## config.mk

```make
export PLATFORM = sky130hd
export DESIGN_NAME = bconv_multi_kernel_engine
export DESIGN_NICKNAME = d
export VERILOG_FILES = /design/src/rtl/bconv_multi_kernel_engine.sv
export SDC_FILE = /design/constraint.sdc
export NUM_CORES = 1
export LEC_CHECK = 0
export BUFFER_PORTS_ARGS = -buffer_cell sky130_fd_sc_hd__buf_2
export CAP_MARGIN = 40
export CELL_PAD_IN_SITES_DETAIL_PLACEMENT = 1
export CELL_PAD_IN_SITES_GLOBAL_PLACEMENT = 1
export CORE_MARGIN = 3
export CORE_UTILIZATION = 33
export CTS_BUF_LIST = sky130_fd_sc_hd__clkbuf_4 sky130_fd_sc_hd__clkbuf_8 sky130_fd_sc_hd__clkbuf_16
export DETAILED_ROUTE_END_ITERATION = 10
export PLACE_DENSITY_LB_ADDON = 0.1
export SYNTH_ARGS = -nofsm -noshare
export SYNTH_HDL_FRONTEND = slang
export SYNTH_SLANG_ARGS = --single-unit
```

## constraint.sdc

```tcl
create_clock -name clk -period 8.22 [get_ports clk]
set_input_delay 1.233 -clock clk [delete_from_list [all_inputs] [get_ports clk]]
set_output_delay 1.233 -clock clk [all_outputs]
set_load 0.1 [all_outputs]
```

## src/rtl/bconv_multi_kernel_engine.sv

```systemverilog
`default_nettype none
// +------------------------------------------------------------------------------+
// | bconv_multi_kernel_engine: binary 3x3 XNOR/popcount conv, NUM_K kernels/img  |
// | Optional macro: BCONV_RUNTIME_THRESH_EN (per-kernel threshold, weight[12:9]) |
// | Revision: 1.0                                                                |
// +------------------------------------------------------------------------------+
module bconv_multi_kernel_engine #(
    parameter int                DATA_W   = 16,
    parameter int                ADDR_W   = 12,
    parameter int                NUM_K    = 2,
    parameter int                W_BASE   = 0,
    parameter logic [ADDR_W-1:0] OUT_BASE = 'h200,
    parameter int                THRESH   = 5
) (
    input  logic              clk,
    input  logic              reset_b,
    input  logic              dut_run,
    output logic              dut_busy,
    output logic              dut_error,
    output logic [ADDR_W-1:0] dut_sram_read_address,
    input  logic [DATA_W-1:0] sram_dut_read_data,
    output logic [ADDR_W-1:0] dut_sram_write_address,
    output logic [DATA_W-1:0] dut_sram_write_data,
    output logic              dut_sram_write_enable,
    output logic [ADDR_W-1:0] dut_wmem_read_address,
    input  logic [DATA_W-1:0] wmem_dut_read_data
);
    localparam int NW = $clog2(DATA_W + 1);
    localparam int KW = (NUM_K > 1) ? $clog2(NUM_K) : 1;

    typedef enum logic [2:0] {
        S_IDLE, S_LOAD_W, S_HDR_A, S_HDR, S_FILL, S_OUT, S_DONE
    } state_t;

    state_t            state_q, state_d;
    logic [3:0]        cnt_q, cnt_d;
    logic [NW-1:0]     n_q, n_d, row_q, row_d;
    logic [KW-1:0]     k_q, k_d;
    logic [ADDR_W-1:0] base_q, base_d, rd_addr_q, rd_addr_d, wr_ptr_q, wr_ptr_d;
    logic [ADDR_W-1:0] wa_q, wa_d, wm_addr_q, wm_addr_d, rd_next;
    logic [DATA_W-1:0] r0_q, r0_d, r1_q, r1_d, r2_q, r2_d, wd_q, wd_d, out_bits;
    logic              we_q, we_d, busy_q, busy_d, err_q, err_d;
    logic [8:0]        weight_q [NUM_K];
    logic [8:0]        weight_d [NUM_K];
    logic [3:0]        thr_q [NUM_K];
    logic [3:0]        thr_d [NUM_K];
    logic [8:0]        w_cur;
    logic [3:0]        thr_cur, thr_eff;

    function automatic logic [3:0] popcount9(input logic [8:0] v);
        logic [3:0] s;
        s = '0;
        for (int i = 0; i < 9; i++) s = s + {3'b000, v[i]};
        return s;
    endfunction

    always_comb begin
        w_cur   = '0;
        thr_cur = '0;
        for (int i = 0; i < NUM_K; i++) begin
            if (k_q == KW'(i)) begin
                w_cur   = weight_q[i];
                thr_cur = thr_q[i];
            end
        end
`ifdef BCONV_RUNTIME_THRESH_EN
        // Zero selects the build-time threshold; >9 can never be reached by a 9-bit popcount.
        thr_eff = (thr_cur == 4'd0) ? 4'(THRESH) : thr_cur;
`else
        thr_eff = 4'(THRESH);
`endif
    end

`ifdef BCONV_RUNTIME_THRESH_EN
    logic unused_wbits;
    assign unused_wbits = ^wmem_dut_read_data[DATA_W-1:13];
`else
    logic unused_wbits;
    assign unused_wbits = ^{wmem_dut_read_data[DATA_W-1:9], thr_cur};
`endif

    generate
        for (genvar j = 0; j < DATA_W - 2; j++) begin : g_pe
            logic [8:0] win;
            assign win         = {r2_q[j+2:j], r1_q[j+2:j], r0_q[j+2:j]};
            assign out_bits[j] = (popcount9(~(win ^ w_cur)) >= thr_eff) && (NW'(j + 2) < n_q);
        end
    endgenerate
    assign out_bits[DATA_W-1:DATA_W-2] = '0;

    // Reads stop at the word after the image (next header), never beyond it.
    assign rd_next = (rd_addr_q == base_q + ADDR_W'(n_q)) ? rd_addr_q : rd_addr_q + 1'b1;

    always_comb begin
        state_d   = state_q;   cnt_d    = cnt_q;    n_d     = n_q;     row_d  = row_q;
        k_d       = k_q;       base_d   = base_q;   rd_addr_d = rd_addr_q;
        wr_ptr_d  = wr_ptr_q;  wa_d     = wa_q;     wm_addr_d = wm_addr_q;
        r0_d      = r0_q;      r1_d     = r1_q;     r2_d    = r2_q;    wd_d   = wd_q;
        we_d      = 1'b0;      err_d    = err_q;
        weight_d  = weight_q;  thr_d    = thr_q;
        case (state_q)
            S_IDLE: if (dut_run) begin
                state_d   = S_LOAD_W;
                cnt_d     = '0;
                wm_addr_d = ADDR_W'(W_BASE);
                rd_addr_d = '0;
                wr_ptr_d  = OUT_BASE;
                err_d     = 1'b0;
            end
            S_LOAD_W: begin
                wm_addr_d = wm_addr_q + 1'b1;
                cnt_d     = cnt_q + 4'd1;
                for (int i = 0; i < NUM_K; i++) begin
                    if (cnt_q == 4'(i + 1)) begin
                        weight_d[i] = wmem_dut_read_data[8:0];
                        thr_d[i]    = wmem_dut_read_data[12:9];
                    end
                end
                if (cnt_q == 4'(NUM_K)) begin
                    state_d   = S_HDR_A;
                    wm_addr_d = ADDR_W'(W_BASE);
                end
            end
            S_HDR_A: state_d = S_HDR;
            S_HDR: begin
                if (&sram_dut_read_data) begin
                    state_d = S_DONE;
                end else if (sram_dut_read_data < DATA_W'(3) ||
                             sram_dut_read_data > DATA_W'(DATA_W)) begin
                    err_d   = 1'b1;
                    state_d = S_DONE;
                end else begin
                    n_d       = sram_dut_read_data[NW-1:0];
                    base_d    = rd_addr_q + 1'b1;
                    rd_addr_d = rd_addr_q + 1'b1;
                    k_d       = '0;
                    cnt_d     = '0;
                    state_d   = S_FILL;
                end
            end
            S_FILL: begin
                rd_addr_d = rd_next;
                cnt_d     = cnt_q + 4'd1;
                if (cnt_q != 4'd0) begin
                    r0_d = r1_q; r1_d = r2_q; r2_d = sram_dut_read_data;
                end
                if (cnt_q == 4'd3) begin
                    state_d = S_OUT;
                    row_d   = '0;
                end
            end
            S_OUT: begin
                rd_addr_d = rd_next;
                r0_d = r1_q; r1_d = r2_q; r2_d = sram_dut_read_data;
                we_d     = 1'b1;
                wa_d     = wr_ptr_q;
                wd_d     = out_bits;
                wr_ptr_d = wr_ptr_q + 1'b1;
                row_d    = row_q + 1'b1;
                if (row_q == n_q - NW'(3)) begin
                    if (k_q != KW'(NUM_K - 1)) begin
                        k_d       = k_q + 1'b1;
                        rd_addr_d = base_q;
                        cnt_d     = '0;
                        state_d   = S_FILL;
                    end else begin
                        rd_addr_d = base_q + ADDR_W'(n_q);
                        state_d   = S_HDR_A;
                    end
                end
            end
            S_DONE:  state_d = S_IDLE;
            default: state_d = S_IDLE;
        endcase
        busy_d = (state_d != S_IDLE);
    end

    always_ff @(posedge clk) begin
        if (!reset_b) begin
            state_q <= S_IDLE;  cnt_q <= '0;  n_q <= '0;  row_q <= '0;  k_q <= '0;
            base_q  <= '0;  rd_addr_q <= '0;  wr_ptr_q <= '0;  wa_q <= '0;
            wm_addr_q <= ADDR_W'(W_BASE);
            r0_q <= '0;  r1_q <= '0;  r2_q <= '0;  wd_q <= '0;
            we_q <= 1'b0;  busy_q <= 1'b0;  err_q <= 1'b0;
            for (int i = 0; i < NUM_K; i++) begin
                weight_q[i] <= '0;
                thr_q[i]    <= '0;
            end
        end else begin
            state_q <= state_d;  cnt_q <= cnt_d;  n_q <= n_d;  row_q <= row_d;  k_q <= k_d;
            base_q  <= base_d;  rd_addr_q <= rd_addr_d;  wr_ptr_q <= wr_ptr_d;  wa_q <= wa_d;
            wm_addr_q <= wm_addr_d;
            r0_q <= r0_d;  r1_q <= r1_d;  r2_q <= r2_d;  wd_q <= wd_d;
            we_q <= we_d;  busy_q <= busy_d;  err_q <= err_d;
            weight_q <= weight_d;
            thr_q    <= thr_d;
        end
    end

    assign dut_busy               = busy_q;
    assign dut_error              = err_q;
    assign dut_sram_read_address  = rd_addr_q;
    assign dut_sram_write_address = wa_q;
    assign dut_sram_write_data    = wd_q;
    assign dut_sram_write_enable  = we_q;
    assign dut_wmem_read_address  = wm_addr_q;
endmodule
`default_nettype wire

```

==> results.py, run 1 <==
metrics = {
    "status": {
        "outcome": "completed",
    },
    "logic_synthesis": {
        "ys_warn_count": 0,
        "synth-seq-cells": 161,
        "netlist-cell-type-count": 71,
        "synth-edff-count": 0,
        "synthFlopType": "dfxtp_1",
        "yosysMostFrequentCell": "nand2_1",
        "avgSynthCellArea_um2": 8.53,
        "synth-seq-area-share_pct": 27.5,
        "yosys.area.top_type_share_pct": 27.5,
        "netlist_top_cells_count": "202 x nand2_1, 161 x dfxtp_1, 103 x inv_1",
        "synthArstFlopShare_pct": 0,
        "synth_top_area_cell": "dfxtp_1",
        "mappedNetlistArea_um2": 11700,
        "syn_inst": 1376,
        "synthTopCellsByArea": "dfxtp_1 27%, fa_1 12%, xor2_1 6.9%, nand2_1 6.5%, xnor2_1 5.8%",
    },
    "job": {
        "maxCapViolCount": 0,
    },
    "critical_path": {
        "r2r-end": "dut_sram_write_data[5]",
        "path_class": "flip-flop to flip-flop",
        "rrSetupSlack_ns": 2.73,
        "end_kind": "flip-flop",
        "r2r-start": "k_q",
        "crit_arrival_ns": 5.81,
        "ff2ff_path_depth": 18,
        "startpoint_type": "flip-flop",
        "crit_fanout": 25,
        "worstPathRequired_ns": 8.54,
    },
    "drt": {
        "ant_nets": 0,
        "drcViolationCount": 0,
        "via_count": 9312,
        "detail_route.wl_per_cell_um": 18.4,
        "drtIter0Drc": 271,
        "drt_wl_total_mm": 34.1,
        "via_per_inst": 5.01,
        "first_pass_iters": 4,
    },
    "clocking": {
        "path_clk_slew_ns": 0.07,
        "cts_setup_buffers": 0,
        "clk_latency_ns": 0.45,
        "cts_tree": "built",
        "cts_buffer_depth": 2,
        "cts_htree_levels": 4,
        "cts-hold-fix-buffers": 0,
        "cts_root_buffer": "clkbuf_16",
        "clock_sinks": 161,
        "cts_made_buffers": 17,
        "cts_resized": 0,
    },
    "pwr": {
        "p_total_mw": 1.82,
        "leakage_nw": 5.15,
        "power.density_nw_per_um2": 138,
        "ir_worst_vdd_v": 0.000136,
    },
    "place": {
        "placed_cells": 1828,
        "dp_hpwl_mm": 24.6,
        "portBuffers": 80,
        "post-place-ws_ns": 2.68,
        "gp_congestion": 0.802,
    },
    "layout": {
        "drive_above_1_share_pct": 12.3,
        "fin_cells": 1859,
        "n_fill_cell": 4093,
        "fin_nets": 1540,
        "synthToLayoutAreaGrowth_pct": 12.1,
        "utilization_pct": 37.8,
        "antenna-diode-count": 0,
    },
    "timing": {
        "skew_ns": 0.0157,
        "slew_violations": 0,
        "worst_slew_pin_slew_ns": 0.747,
        "worst_slack_ns": 2.73,
        "rsz0062_at_grt": "no",
        "maxSlewHeadroom_pct": 49.8,
        "fmax_mhz": 182,
        "finalCritPeriodShare_pct": 66.8,
        "fin_setup_tns_ns": 0,
        "finalSetupViolations": 0,
        "post-route-min-period_ns": 5.49,
        "finalHoldViolations": 0,
    },
    "floorplanning": {
        "die_w_um": 195,
        "io_pins": 90,
        "die-area_um2": 37800,
        "core_um2": 34800,
        "die_y_um": 195,
        "placementRows": 68,
        "start_util_pct": 33.7,
    },
    "worst_hold_path": {
        "min_from": "dut_sram_write_data[1]",
        "hold_path_class": "flip-flop to flip-flop",
        "hold_end": "dut_sram_write_data[1]",
        "min_path_cells": 2,
    },
    "global_routing": {
        "grt.total_usage_pct": 18.5,
        "antenna_found_initial": 0,
        "grt_pass1_wl_mm": 55.8,
        "grt_pass1_vias": 9888,
        "overflow": 0,
        "grt_start_max_net_pins": 56,
    },
}
## power breakdown
| part | internal (mW) | switching, mW | total (mW) |
|---|---|---|---|
| clock network | 0.515 | 0.356 | 0.871 |
| registers | 0.784 | 0.00527 | 0.789 |
| logic | 0.0561 | 0.105 | 0.161 |
## flip-flops by register name, indices dropped and copies added (netlist names), 3 cells and up
signal,cells
weight_q,18
r0_q,16
r1_q,16
r2_q,16
dut_sram_write_data,14
base_q,12
dut_sram_read_address,12
dut_sram_write_address,12
dut_wmem_read_address,12
wr_ptr_q,12
n_q,5
row_q,5
cnt_q,4
state_q,3
## metrics by stage
step / hold slack (ns) / instance area [µm²]
after detailed placement: 0.448 / 12500
after global placement: 0.443 / 12500
after CTS: 0.457 / 13200
after floorplan: 0.449 / 11700
final: 0.452 / 13200
after global routing: 0.473 / 13200
## worst max-delay path by stage
stage | from | end | slack, ns
floorplan | k_q | dut_sram_write_data[10] | 2.93
global placement | k_q | dut_sram_write_data[5] | 2.71
detailed placement | k_q | dut_sram_write_data[5] | 2.68
CTS | k_q | dut_sram_write_data[5] | 2.65
global route | k_q | dut_sram_write_data[5] | 2.35
finish | k_q | dut_sram_write_data[5] | 2.73
## cells by family (layout without fill, tap and decap cells)
family,Yosys count,count (layout),share of synthesized area [%]
muxes,44,44,3.81
buffers and inverters,210,237,6.91
xor gates and xnor gates,172,172,13.0
and+or+nand+nor,425,425,16.9
DFF,161,161,27.5
AOI/OAI and AO/OA,250,250,15.4
other,1,2,0.0320
adders and majority gates,113,113,16.6
## worst max-delay path: stages, from the launching register on
cell and delay (ns):
dfxtp_1 0.47, buf_4 0.48, mux2i_2 0.25, buf_4 0.33, xor2_1 0.15, fa_1 0.56, inv_1 0.06, fa_1 0.52
inv_1 0.05, fa_1 0.52, inv_1 0.05, fa_1 0.45, fa_1 0.49, nand2_1 0.06, a221o_1 0.32, a22oi_1 0.29
nor3_1 0.09, a21oi_1 0.14, nor2_1 0.05
## layout make-up
class                   count  area [µm²]  share of cell area (%)
multi-input cells        1006        7740                    58.9
clock buffers              19         440                    3.35
clock inverters            12         181                    1.38
inverters                 104         390                    2.97
flip-flops and latches    161        3220                    24.5
repair buffers            102         607                    4.61
well taps                 455         569                    4.33
## metal layers
layer | wire length (µm) | vias up | part of all wire [%] | global-route usage, %
met5 | 0 | - | 0 | 0
met4 | 373 | 0 | 1.1 | 3.94
met1 | 16800 | 4636 | 49 | 25.5
met2 | 15800 | 88 | 46 | 30.4
met3 | 1110 | 14 | 3.3 | 3.59
li1 | - | 4574 | - | -
## placed cells by master, fill, tap and decap left out, drive strengths merged, types with 5 or more instances in the layout
cell / n
a311oi: 7
dfxtp: 161
mux2: 5
o221ai: 8
nor2b: 41
inv: 106
or3: 5
a21o: 8
buf: 102
clkbuf: 19
o21bai: 5
a211oi: 9
a211o: 6
o21ai: 35
a31oi: 10
a21boi: 54
o21a: 10
o211ai: 5
nand2: 202
or2: 8
ha: 42
a22o: 6
xor2: 93
and2: 12
nand3: 32
xnor2: 78
a221o: 5
a21oi: 54
fa: 71
a221oi: 6
nand4: 21
o211a: 5
nor2: 62
mux2i: 39
and3: 9
nor3: 10
(Power assumes the default switching activity.)
==> inputs of run 2 (changes only) <==
Clock period 8.22 ns to 4.5 ns, I/O delays scaled along.
==> results.py, run 2 (synthesis gave the netlist of run 1 again) <==
metrics = {
    "timing": {
        "post-route-min-period_ns": 4.55,
        "fmax_mhz": 220,
        "worst_slack_ns": -0.0532,
        "rsz0062_at_grt": "yes",
        "finalHoldViolations": 0,
        "finalCritPeriodShare_pct": 101,
        "fin_setup_tns_ns": -0.0532,
        "maxSlewHeadroom_pct": 50.7,
        "worst_slew_pin_slew_ns": 0.738,
        "finalSetupViolations": 1,
        "slew_violations": 0,
        "skew_ns": 0.0124,
    },
    "drt": {
        "drt_wl_total_mm": 35.1,
        "drcViolationCount": 0,
        "detail_route.wl_per_cell_um": 18.3,
        "via_per_inst": 4.99,
        "first_pass_iters": 4,
        "ant_nets": 0,
        "drtIter0Drc": 408,
        "via_count": 9570,
    },
    "status": {
        "outcome": "finished with violations",
        "violations": "setup timing",
    },
    "layout": {
        "synthToLayoutAreaGrowth_pct": 19.5,
        "fin_nets": 1598,
        "layout_commonest_cell": "nand2_1",
        "n_fill_cell": 4111,
        "seqCellArea_um2": 3230,
        "fin_cells": 1918,
        "multi_input_area_um2": 8060,
        "final_cell_mix": "198 x nand2_1, 160 x dfxtp_1, 87 x inv_1",
        "drive_above_1_share_pct": 20.6,
        "utilization_pct": 40.3,
        "antenna-diode-count": 0,
        "regMostFlops": "weight_q",
        "largest_reg_flops": 18,
    },
    "pwr": {
        "p_total_mw": 3.34,
        "ir_worst_vdd_v": 0.000259,
        "leakage_nw": 5.46,
        "power.density_nw_per_um2": 238,
    },
    "floorplanning": {
        "core_um2": 34800,
        "io_pins": 90,
        "die_w_um": 195,
        "placementRows": 68,
        "start_util_pct": 33.7,
        "die-area_um2": 37800,
        "die_y_um": 195,
    },
    "critical_path": {
        "crit_arrival_ns": 4.90,
        "slowest_delay_ns": 0.53,
        "worstPathCellList": "mux2i_4, buf_12, buf_4, buf_6, xor2_2, fa_1, inv_2, fa_1, inv_2, fa_1, inv_1, fa_2, fa_1, nand2_2, a221o_1, a22o_4, nand3_4, a21boi_1",
        "path_depth": 18,
        "ff2ff_path_depth": 18,
        "slowest_stage": "fa_1",
        "crit_path_end": "dut_sram_write_data[13]",
        "rrSetupSlack_ns": -0.05,
        "startpoint_type": "flip-flop",
        "end_kind": "flip-flop",
        "worstPathRequired_ns": 4.85,
        "crit_path_frequent_cell": "fa_1",
        "critPathTopFamily": "adder cells",
        "r2r-end": "dut_sram_write_data[13]",
        "crit_fanout": 6,
        "r2r-start": "k_q",
        "setup.worst_path.start": "k_q",
        "path_class": "flip-flop to flip-flop",
        "crit_buf_inv": 6,
    },
    "global_routing": {
        "antenna_found_initial": 0,
        "overflow": 0,
        "grt.total_usage_pct": 18.7,
        "grt_start_max_net_pins": 59,
        "grt_pass1_vias": 10000,
        "grt_pass1_wl_mm": 56.1,
    },
    "clocking": {
        "cts_buffer_depth": 2,
        "cts_root_buffer": "clkbuf_16",
        "cts_tree": "built",
        "path_clk_slew_ns": 0.07,
        "cts_htree_levels": 4,
        "cts_made_buffers": 17,
        "clk_latency_ns": 0.45,
        "clock_sinks": 161,
    },
    "place": {
        "dp_hpwl_mm": 25.7,
        "placed_cells": 1865,
        "post-place-ws_ns": -0.224,
        "gp_congestion": 0.785,
        "portBuffers": 80,
    },
    "job": {
        "maxCapViolCount": 0,
    },
    "worst_hold_path": {
        "hold_path_class": "flip-flop to flip-flop",
    },
}
[run 2: cell count changes in the layout (fill, tap and decap cells not counted), sizes merged]
cell      delta
bufinv       -2
clkinvlp     -3
clkbuf       -1
inv          +6
buf         +58
clkinv       +1
[run 2: final cells by class]
cell class	instances	area share, %
Multi-Input combinational cell	1006	57.5
Sequential cell	161	23.0
Timing Repair Buffer	160	8.38
Tap cell	455	4.06
Clock buffer	18	3.09
Inverter	104	2.78
Clock inverter	14	1.22
[run 2: routing by layer]
| metal | share of wire, % | vias up | global-route usage, % |
|---|---|---|---|
| met5 | 0 | - | 0 |
| met2 | 47 | 106 | 31.4 |
| met3 | 3.2 | 22 | 2.88 |
| li1 | - | 4694 | - |
| met4 | 1.3 | 0 | 4.10 |
| met1 | 48 | 4748 | 25.6 |
[run 2: where the power goes]
part	leakage, nW	switching [mW]	internal [mW]	total, mW
clock network	0.296	0.710	0.847	1.56
logic	3.87	0.210	0.136	0.346
registers	1.30	0.00719	1.43	1.44
[run 2: repair_timing]
| action | CTS | global route |
|---|---|---|
| setup endpoints to repair | 13 | 14 |
| gates resized for setup | 37 | 46 |
| pin swaps | 28 | 32 |
| setup buffers | 8 | 14 |
| hold buffers | 0 | 0 |
| gates cloned | 0 | 0 |
[run 2: metrics by stage]
stage	hold WS [ns]	area (µm²)
6_report	0.452	14000
3_5_place_dp	0.447	13000
5_1_grt	0.475	14000
2_1_floorplan	0.449	11900
4_1_cts	0.457	13800
3_3_place_gp	0.443	12900
[run 2: worst min path at each step]
| stage | startpoint | to | slack, ns | depth (start not counted) |
|---|---|---|---|---|
| global placement | dut_sram_write_address[7] | dut_sram_write_address[7] | 0.44 | 2 |
| finish | dut_sram_write_address[4] | dut_sram_write_address[4] | 0.45 | 2 |
| global route | dut_sram_write_address[0] | dut_sram_write_address[0] | 0.48 | 2 |
| detailed placement | dut_sram_write_address[0] | dut_sram_write_address[0] | 0.45 | 2 |
| CTS | dut_sram_write_address[0] | dut_sram_write_address[0] | 0.46 | 2 |
| floorplan | wr_ptr_q[3] | dut_sram_write_address[3] | 0.45 | 2 |
[run 2: worst reg2reg max path: stages, from the launching register on]
cell	delay, ns
dfxtp_4	0.40
mux2i_4	0.21
buf_12	0.15
buf_4	0.13
buf_6	0.11
xor2_2	0.14
fa_1	0.53
inv_2	0.04
fa_1	0.49
inv_2	0.04
fa_1	0.53
inv_1	0.05
fa_2	0.35
fa_1	0.51
nand2_2	0.06
a221o_1	0.31
a22o_4	0.28
nand3_4	0.09
a21boi_1	0.06
==> inputs of run 3 (changes only) <==
Settings changed: CORE_UTILIZATION 33 to 40.
==> results.py, run 3 (synthesis gave the netlist of run 1 again) <==
metrics = {
    "timing": {
        "fmax_mhz": 213,
        "finalCritPeriodShare_pct": 105,
        "skew_ns": 0.0166,
        "worst_slack_ns": -0.205,
        "fin_setup_tns_ns": -0.931,
        "worst_slew_pin_slew_ns": 0.713,
        "fin_hold_ws_ns": 0.453,
        "finalSetupViolations": 10,
        "rsz0062_at_grt": "yes",
        "post-route-min-period_ns": 4.71,
        "maxSlewHeadroom_pct": 52.3,
        "slew_violations": 0,
        "finalHoldViolations": 0,
    },
    "global_routing": {
        "grt.total_usage_pct": 22.6,
        "overflow": 0,
        "grt_pass1_vias": 10200,
        "antenna_found_initial": 0,
        "grt_start_max_net_pins": 57,
        "grt_pass1_wl_mm": 56.0,
    },
    "clocking": {
        "cts_tree": "built",
        "cts_made_buffers": 17,
        "cts_root_buffer": "clkbuf_16",
        "clock_sinks": 161,
        "cts-hold-fix-buffers": 0,
        "cts_buffer_depth": 2,
        "path_clk_slew_ns": 0.08,
        "clk_latency_ns": 0.44,
        "cts_htree_levels": 4,
    },
    "critical_path": {
        "crit_arrival_ns": 5.03,
        "end_kind": "flip-flop",
        "worstPathRequired_ns": 4.83,
        "crit_path_frequent_cell": "fa_1",
        "slowest_stage": "fa_1",
        "startpoint_type": "flip-flop",
        "slowest_delay_ns": 0.57,
        "worstPathCellList": "buf_12, buf_12, mux2i_4, buf_12, buf_6, xor2_2, fa_1, inv_2, fa_1, inv_2, fa_1, inv_2, fa_2, fa_1, nand2_1, a221o_1, a22o_4, nand3_2, a21boi_1",
        "crit_fanout": 7,
        "path_class": "flip-flop to flip-flop",
    },
    "layout": {
        "regMostFlops": "weight_q",
        "fin_area_um2": 13800,
        "drive_above_1_share_pct": 19.6,
        "seqCellArea_um2": 3220,
        "n_fill_cell": 3392,
        "synthToLayoutAreaGrowth_pct": 17.9,
        "antenna-diode-count": 0,
        "fin_cells": 1840,
        "final_cell_mix": "202 x nand2_1, 160 x dfxtp_1, 93 x inv_1",
        "utilization_pct": 48.1,
        "multi_input_area_um2": 8030,
        "largest_reg_flops": 18,
        "fin_nets": 1591,
        "layout_commonest_cell": "nand2_1",
    },
    "job": {
        "maxCapViolCount": 0,
    },
    "status": {
        "violations": "setup timing",
        "outcome": "finished with violations",
    },
    "floorplanning": {
        "die_y_um": 177,
        "die-area_um2": 31400,
        "core_um2": 28800,
        "io_pins": 90,
        "start_util_pct": 40.8,
        "die_w_um": 177,
        "placementRows": 62,
    },
    "drt": {
        "drcViolationCount": 0,
        "drt_wl_total_mm": 34.7,
        "first_pass_iters": 5,
        "via_per_inst": 5.30,
        "via_count": 9755,
        "drtIter0Drc": 492,
        "ant_nets": 0,
        "detail_route.wl_per_cell_um": 18.9,
    },
    "pwr": {
        "ir_worst_vdd_v": 0.000173,
        "power.density_nw_per_um2": 236,
        "p_total_mw": 3.27,
        "leakage_nw": 5.42,
    },
    "place": {
        "dpl-instance-area_um2": 12800,
        "placed_cells": 1787,
        "dp_hpwl_mm": 24.9,
        "portBuffers": 80,
        "gp_congestion": 0.837,
        "post-place-ws_ns": -0.222,
    },
    "worst_hold_path": {
        "hold_path_class": "flip-flop to flip-flop",
    },
}
[run 3: report_power, final]
part,total [mW],switching (mW),internal [mW]
logic,0.338,0.210,0.128
registers,1.44,0.00718,1.43
clock network,1.49,0.747,0.747
total,3.27,0.964,2.31
[run 3: area by class of cell]
cell class / instances / share of cell area (%)
Multi-Input combinational cell: 1006 / 58.0
Inverter: 104 / 2.82
Clock buffer: 17 / 3.08
Tap cell: 384 / 3.47
Sequential cell: 161 / 23.3
Timing Repair Buffer: 153 / 8.11
Clock inverter: 15 / 1.17
[run 3: path summary, 6_finish.rpt]
check                                 start                         to  slack [ns]  cells past startpoint
setup / recovery                        k_q    dut_sram_write_data[13]       -0.21                     19
hold / removal    dut_sram_write_address[8]  dut_sram_write_address[8]        0.45                      2
setup reg to reg                        k_q    dut_sram_write_data[13]       -0.21                     19
hold reg to reg   dut_sram_write_address[8]  dut_sram_write_address[8]        0.45                      2
[run 3: timing repair]
action,in CTS,in global routing
resized for setup,41,24
buffers inserted,3,18
pin swaps,26,37
cloned,1,0
setup endpoints to repair,14,14
hold endpoints to repair,0,0
[run 3: per-layer routing]
layer  global-route usage [%]  share of wire, %  up-vias
li1                         -                 -     4668
met1                     31.0                47     4900
met2                     37.8                48      151
met3                     3.43               3.2       36
met4                     4.78               1.6        0
met5                        0                 0        -
[run 3: critical path, delay by kind of cell, from the launching register on]
kind,cells,cell delay (ns)
fa+ha+maj,5,2.42
compound gates,3,0.69
buf+inv,7,0.65
flops,1,0.35
mux,1,0.18
xor+xnor,1,0.15
simple gates,2,0.14
